<file path="src/rtl/demux2_buffered.sv">
// Steers words from one shared line into two independent 2-entry FIFO channels,
// each with a valid/ready output, a full flag and a sticky overflow flag.

module demux2_buffered_chan #(
    parameter int W = 16
) (
    input  logic         clk,
    input  logic         reset,
    input  logic [W-1:0] din,
    input  logic         sel,
    input  logic         ready,
    input  logic         clr_ovf,
    output logic [W-1:0] dout,
    output logic         valid,
    output logic         full,
    output logic         ovf
);

    logic [W-1:0] mem_q [2];
    logic [W-1:0] mem_d [2];
    logic         wr_ptr_q, wr_ptr_d;
    logic         rd_ptr_q, rd_ptr_d;
    logic [1:0]   count_q, count_d;
    logic         ovf_q, ovf_d;
    logic [W-1:0] out_q, out_d;
    logic         pop;
    logic         push;
    logic         drop;

    always_comb begin
        mem_d    = mem_q;
        wr_ptr_d = wr_ptr_q;
        rd_ptr_d = rd_ptr_q;
        count_d  = count_q;
        ovf_d    = ovf_q;
        out_d    = out_q;

        // A pop on a full FIFO frees the slot the same-edge write lands in.
        pop  = (count_q != 2'd0) && ready;
        push = sel && ((count_q != 2'd2) || pop);
        drop = sel && !push;

        if (push) begin
            mem_d[wr_ptr_q] = din;
            wr_ptr_d        = ~wr_ptr_q;
        end
        if (pop) begin
            rd_ptr_d = ~rd_ptr_q;
        end
        count_d = count_q + {1'b0, push} - {1'b0, pop};

        if (drop) begin
            ovf_d = 1'b1;
        end else if (clr_ovf) begin
            ovf_d = 1'b0;
        end

        // Output register tracks the head; it keeps the last popped word when empty.
        if (count_d != 2'd0) begin
            out_d = mem_d[rd_ptr_d];
        end
    end

    always_ff @(posedge clk) begin
        if (reset) begin
            mem_q[0] <= '0;
            mem_q[1] <= '0;
            wr_ptr_q <= 1'b0;
            rd_ptr_q <= 1'b0;
            count_q  <= 2'd0;
            ovf_q    <= 1'b0;
            out_q    <= '0;
        end else begin
            mem_q    <= mem_d;
            wr_ptr_q <= wr_ptr_d;
            rd_ptr_q <= rd_ptr_d;
            count_q  <= count_d;
            ovf_q    <= ovf_d;
            out_q    <= out_d;
        end
    end

    assign dout  = out_q;
    assign valid = (count_q != 2'd0);
    assign full  = (count_q == 2'd2);
    assign ovf   = ovf_q;

endmodule

module demux2_buffered #(
    parameter int W     = 16,
    parameter int DEPTH = 2
) (
    input  logic         MasterClock,
    input  logic         RESET,
    input  logic [W-1:0] IN,
    input  logic         SEL1,
    input  logic         SEL2,
    output logic [W-1:0] OUT1,
    output logic         VALID1,
    input  logic         READY1,
    output logic         FULL1,
    output logic         OVF1,
    output logic [W-1:0] OUT2,
    output logic         VALID2,
    input  logic         READY2,
    output logic         FULL2,
    output logic         OVF2,
    input  logic         CLR_OVF
);

    // Channel storage is hard-wired to two entries; DEPTH is informational only.
    localparam int DEPTH_UNUSED = DEPTH;

    demux2_buffered_chan #(.W(W)) u_chan1 (
        .clk     (MasterClock),
        .reset   (RESET),
        .din     (IN),
        .sel     (SEL1),
        .ready   (READY1),
        .clr_ovf (CLR_OVF),
        .dout    (OUT1),
        .valid   (VALID1),
        .full    (FULL1),
        .ovf     (OVF1)
    );

    demux2_buffered_chan #(.W(W)) u_chan2 (
        .clk     (MasterClock),
        .reset   (RESET),
        .din     (IN),
        .sel     (SEL2),
        .ready   (READY2),
        .clr_ovf (CLR_OVF),
        .dout    (OUT2),
        .valid   (VALID2),
        .full    (FULL2),
        .ovf     (OVF2)
    );

endmodule

</file>
<file path="config.mk">
export PLATFORM = sky130hd
export DESIGN_NAME = demux2_buffered
export DESIGN_NICKNAME = d
export VERILOG_FILES = /design/src/rtl/demux2_buffered.sv
export SDC_FILE = /design/constraint.sdc
export NUM_CORES = 1
export LEC_CHECK = 0
export BUFFER_PORTS_ARGS = -buffer_cell sky130_fd_sc_hd__buf_2
export CAP_MARGIN = 20
export CORE_ASPECT_RATIO = 0.6
export CORE_UTILIZATION = 45
export DETAILED_ROUTE_END_ITERATION = 12
export PLACE_DENSITY = 0.72
export SETUP_SLACK_MARGIN = 0.05
export SYNTH_ARGS = -nofsm -noshare
export SYNTH_HDL_FRONTEND = slang
export SYNTH_SLANG_ARGS = --single-unit
</file>
<file path="constraint.sdc">
create_clock -name MasterClock -period 2.8 [get_ports MasterClock]
set_input_delay 0.14 -clock MasterClock [delete_from_list [all_inputs] [get_ports MasterClock]]
set_output_delay 0.14 -clock MasterClock [all_outputs]
set_load 0.03 [all_outputs]
</file>
======== After elaboration in Yosys (flattened, before gate mapping) ========
Cells that the tools add are included.
W data, S select, Z words.
storage, ports and cells
  register bits ........................... 106
  bits of input ports ..................... 23
  output and inout bits ................... 38
  word-level logic and storage cells ...... 73
operators by class
  add/subtract/negate cells ............... 4
  magnitude comparators ................... 6
  eq/ne operators ......................... 4
  multiplexer cells ....................... 19
  bitwise gates (word level) .............. 8
  reduce and logical (&&, ||, !) cells .... 18
operator list
  cell                  number
  $mux W16              8
  $bwmux W32            2
  $mux W32              2
  $demux W16 S1         2
  $reduce_bool A2 Y1    6
  $ge A2 B2 Y1 const B  4
  $logic_and A1 B1 Y1   8
  $not A1 Y2            4
  $mux W1               5
  $add A2 B1 Y2         2
  $eq A2 B2 Y1 const B  2
  $lt A2 B1 Y1 const B  2
  $ne A2 B2 Y1 const B  2
  $not A1 Y1            4
  $sub A2 B1 Y2         2
  $logic_not A1 Y1      2
  $logic_or A1 B1 Y1    2

======== Longest topological paths before layout ========
  depth after elaboration ................. 10
  depth in mapped cells ................... 10
  mapped depth without buffers ............ 7

======== Cells and area by module ========
A second synthesis with hierarchy kept.
unflattened totals
  cell total of the unflattened synthesis .. 518
  area, all modules ....................... 4461.8 µm²
by module, submodules not included
  module                times used  cells an instance  area an instance (µm²)  seq. area each (µm²)
  demux2_buffered_chan  2           259                2230.9                  1061.0

======== Least setup slack after synthesis ========
Ideal clock, no wire load.
  path type ............................... register -> register
  start ................................... reg u_chan1.count_q[1]
  end ..................................... reg u_chan1.out_q[10] (netlist: u_chan1.dout[10])
  setup time .............................. 0.092 ns
  arrival time ............................ 2.260 ns
  setup slack ............................. 0.448 ns
  stages on the path, launching flop included .. 11
  buffers on the path ..................... 3
  cell sequence ........................... dfxtp_1 -> buf_2 -> o21ai_1 -> inv_1 -> ha_1 -> or3b_2 -> a21oi_1 -> or4_4 -> buf_6 -> buf_6 -> o32ai_1
on the way
  word-level cells in the longest chain between the ends .. 8
  elaborated cells on any way between the ends .. 14
  classes of those cells .................. 2 x add/sub; 1 x eq/ne; 5 x mux; 1 x bitwise; 5 x reduce/logical
RTL lines
  what                                                   line  RTL
  from (decl)                                            23    logic [1:0] count_q, count_d;
  from (signal assigned)                                 77    count_q <= count_d;
  branches (longest 8 deep; another with $add A2 B1 Y2)  -
  to (signal assigned)                                   79    out_q <= out_d;
  to (decl)                                              25    logic [W-1:0] out_q, out_d;
Parallel ways; which one is timed is not known. The select of a mux whose other input is x is not followed.
A chain may end at the register's enable or synchronous reset.

======== Worst setup path after layout ========
  start ................................... reg u_chan1.count_q[1]
  end ..................................... reg u_chan1.out_q[1] (netlist: u_chan1.dout[1])
The elaborated chain is that of the path after synthesis.

==> metrics.md <==
| Metric | Value |
|---|---|
| Vias in the first global route | `4,024` |
| CTS tree | `done` |
| TNS Setup | `0 ps` |
| Min-Delay Path Class | `input pin to register` |
| Worst skew pair latency | `340 ps` |
| Comb pwr share | `40.4%` |
| Met2 routed WL | `5180 um` |
| Metal1 wirelength | `5810 um` |
| Crit-path max FO | `16` |
| Placer Congestion | `0.838` |
| CTS Buf Count | `9` |
| Post-route ant nets | `0` |
| I/O Buffers | `60` |
| Crit Path Class | `register to register` |
| Final WL | `11,800 um` |
| H-tree levels | `3` |
| Layout Area Growth over Synthesis | `14.5%` |
| DR WL met3 | `711 um` |
| Yosys reg bits | `106` |
| Main synth FF type | `dfxtp_1` |
| Outcome | `finished clean` |
| Synthesized area | `0.00468 sq mm` |
| Post-DR vias/cell | `5.67` |
| Number of synthesized flops with an enable pin | `0` |
| Power, Total | `5370 uW` |
| Min Hold Slack | `77.7 ps` |
| Fraction of layout cells with a size suffix above 1 | `16.2%` |
| Vias | `4,188` |
| Total die area | `0.0108 sq mm` |
| Layout Nets | `625` |
| Internal power | `3280 uW` |
| Post-Syn Instances | `559` |
| Fmax | `0.407 GHz` |
| Area of the multi-input gates | `0.00221 sq mm` |
| Num rows | `28` |
| # DRC | `0` |
| Clock transition at the registers of the reported paths | `70 ps` |
| Layout fillers | `939` |
| Max Root-Sink Buffers | `2` |
| First-pass GRT wire length | `19,400 um` |
| Crit-path cells | `o21ai_1 -> inv_1 -> ha_1 -> or3b_2 -> a21oi_1 -> or4_4 -> o32ai_1` |
| 1st-iter DRT viols | `312` |
| Total leakage power | `0.00228 uW` |
| IO Pins | `61` |
| Peak supply drop | `0.530 mV` |
| Core box area | `0.00998 sq mm` |
| Clock Sinks | `106` |
| Die height | `81.0 um` |
| Sw Ratio | `38.9%` |
| Initial antenna violation count | `0` |
| Diodes inserted | `0` |
| Max_slew headroom | `47.3%` |
| # hold bufs at CTS | `0` |
| CP max stage delay | `620 ps` |
| Placed cell count | `724` |
| CP max-delay cell | `or4_4` |
| Final worst-path cycle share | `87.7%` |
| Fin crit period | `2460 ps` |
| Yosys warns | `0` |
| CP endpoint kind | `register` |
| WL per Instance | `16.0 um` |
| Global route overflow | `0` |
| Register Area | `0.00212 sq mm` |
| Max layer used | `met4` |
| RSZ-0062 raised after global routing | `false` |
| DR pass1 iterations | `4` |
| Clock share of power | `23.1%` |
| Die X | `134 um` |
| Sequential share of power | `36.4%` |
| Post-CTS setup buffers | `0` |
| Skew final | `3.98 ps` |
| Largest net degree at the start of global routing | `64` |
| Psw | `2090 uW` |
| CP startpoint kind | `register` |
| Pins Over Slew Limit | `0` |
| Synth cell types | `35` |
| Crit path DAT | `2700 ps` |
| Final setup fails | `0` |
| Seq/Total Area, Yosys | `45.4%` |
| Max cap viols | `0` |
| Non-filler cells, final | `739` |
| Power density over the cells | `1000 mW/mm^2` |
| Total Routing Usage GR | `22.9%` |
| Clock root buffer | `clkbuf_16` |
| Worst Path Buf+Inv | `1` |
| Syn_nets | `584` |
| Final Hold Vio Count | `0` |
| Syn avg cell area | `8.36 sq um` |
| Worst-margin pin slew | `789 ps` |
| Synth async-reset ratio | `0%` |
| CP delay by family, top | `simple AND/OR/NAND/NOR gates` |
| Crit path required time | `3050 ps` |
| HPWL after DPL | `8100 um` |
| Initial Util | `46.8%` |
==> synth_stat cells, types with 3 or more instances <==
library cell  count  area, sq um
dfxtp_1         106         2120
a21oi_1          69          345
a211oi_1         64          480
and3_1           64          400
nor2_1           55          206
nand2_1          40          150
inv_1            37          139
o32ai_1          32          280
clkbuf_1         29          109
buf_2            15         75.1
nor2b_1           7         43.8
xnor2_1           5         43.8
o21ai_1           4         20.0
and2_1            3         18.8
xor2_1            3         26.3
==> metal layers <==
| layer | track usage, % | vias up |
|---|---|---|
| met5 | 0 | - |
| met4 | 6.25 | 0 |
| met3 | 5.43 | 11 |
| met2 | 37.8 | 123 |
| met1 | 30.3 | 1971 |
| li1 | - | 2083 |
==> state kept, by name, indices dropped and copies added, names as in the netlist, 2 cells and up <==
name / cells
u_chan1.mem_q: 32
u_chan2.mem_q: 32
u_chan1.dout: 16
u_chan2.dout: 16
u_chan1.count_q: 2
u_chan2.count_q: 2
==> power groups by stage <==
stage	registers [uW]	logic [uW]	clock network, uW
after floorplan	2280	1270	0
after CTS	1960	2170	1270
final	1960	2170	1240
after global placement	1980	2090	0
after global routing	1990	2370	1340
after detailed placement	1990	2160	0
==> repair_timing <==
| item | 4_1_cts | 5_1_grt |
|---|---|---|
| resized for setup | 0 | 1 |
| hold endpoints to repair | 0 | 0 |
| setup endpoints to repair | 0 | 2 |
==> layout make-up <==
class / count / share of cell area, %
multi-input cells: 369 / 41.3
clock buffers: 12 / 4.60
well taps: 135 / 3.15
inverters: 37 / 2.59
repair buffers: 77 / 7.99
flip-flops and latches: 106 / 39.6
clock inverters: 3 / 0.748
==> layout by cell type (no fill, tap or decap), types with 2 or more instances in the layout <==
cell and count:
clkbuf_1 2, nor3b_1 2, a21oi_1 69, o32ai_1 32, buf_2 60, or2_2 2, clkbuf_16 9, a211oi_1 64
xnor2_1 5, buf_4 17, ha_1 2, and2_1 3, or3b_1 2, o21ai_1 4, xor2_1 3, nor2_1 55
inv_1 37, and3_1 64, nand2_1 40, nor2b_1 7, nor3_1 2, dfxtp_1 106, clkinv_2 2
==> final timing paths <==
kind	from	end	slack, ps	depth (start not counted)
setup reg to reg	u_chan1.count_q[1]$_SDFF_PP0_	u_chan1.dout[1]$_SDFFE_PP0P_	340	7
hold reg to reg	u_chan1.mem_q[28]$_SDFF_PP0_	u_chan1.mem_q[28]$_SDFF_PP0_	450	2
hold / removal	IN[4]	u_chan1.mem_q[20]$_SDFF_PP0_	80	3
setup / recovery	u_chan1.count_q[1]$_SDFF_PP0_	u_chan1.dout[1]$_SDFFE_PP0P_	340	7
==> worst reg2reg max path, cell delays in order, from the launching register on <==
cell and delay, ps:
dfxtp_1 380, o21ai_1 310, inv_1 90, ha_1 340, or3b_2 210, a21oi_1 70, or4_4 620, o32ai_1 340
==> cell families after synthesis <==
family / after synthesis / synth area share, %
fa+ha+maj: 2 / 0.535
compound gates: 173 / 24.7
simple gates: 186 / 20.4
buf+inv: 84 / 7.47
flops: 106 / 45.4
xor+xnor: 8 / 1.50
==> per-stage QoR <==
stage / util, % / setup WS (ps) / cell area, sq um
after floorplan: - / 448 / 4680
after global placement: 50.7 / 366 / 5060
after detailed placement: 50.7 / 267 / 5060
after CTS: 53.6 / 242 / 5350
after global routing: 53.6 / 136 / 5350
final: 53.6 / 344 / 5350
Note: power is estimated with default switching activity, not from simulation.
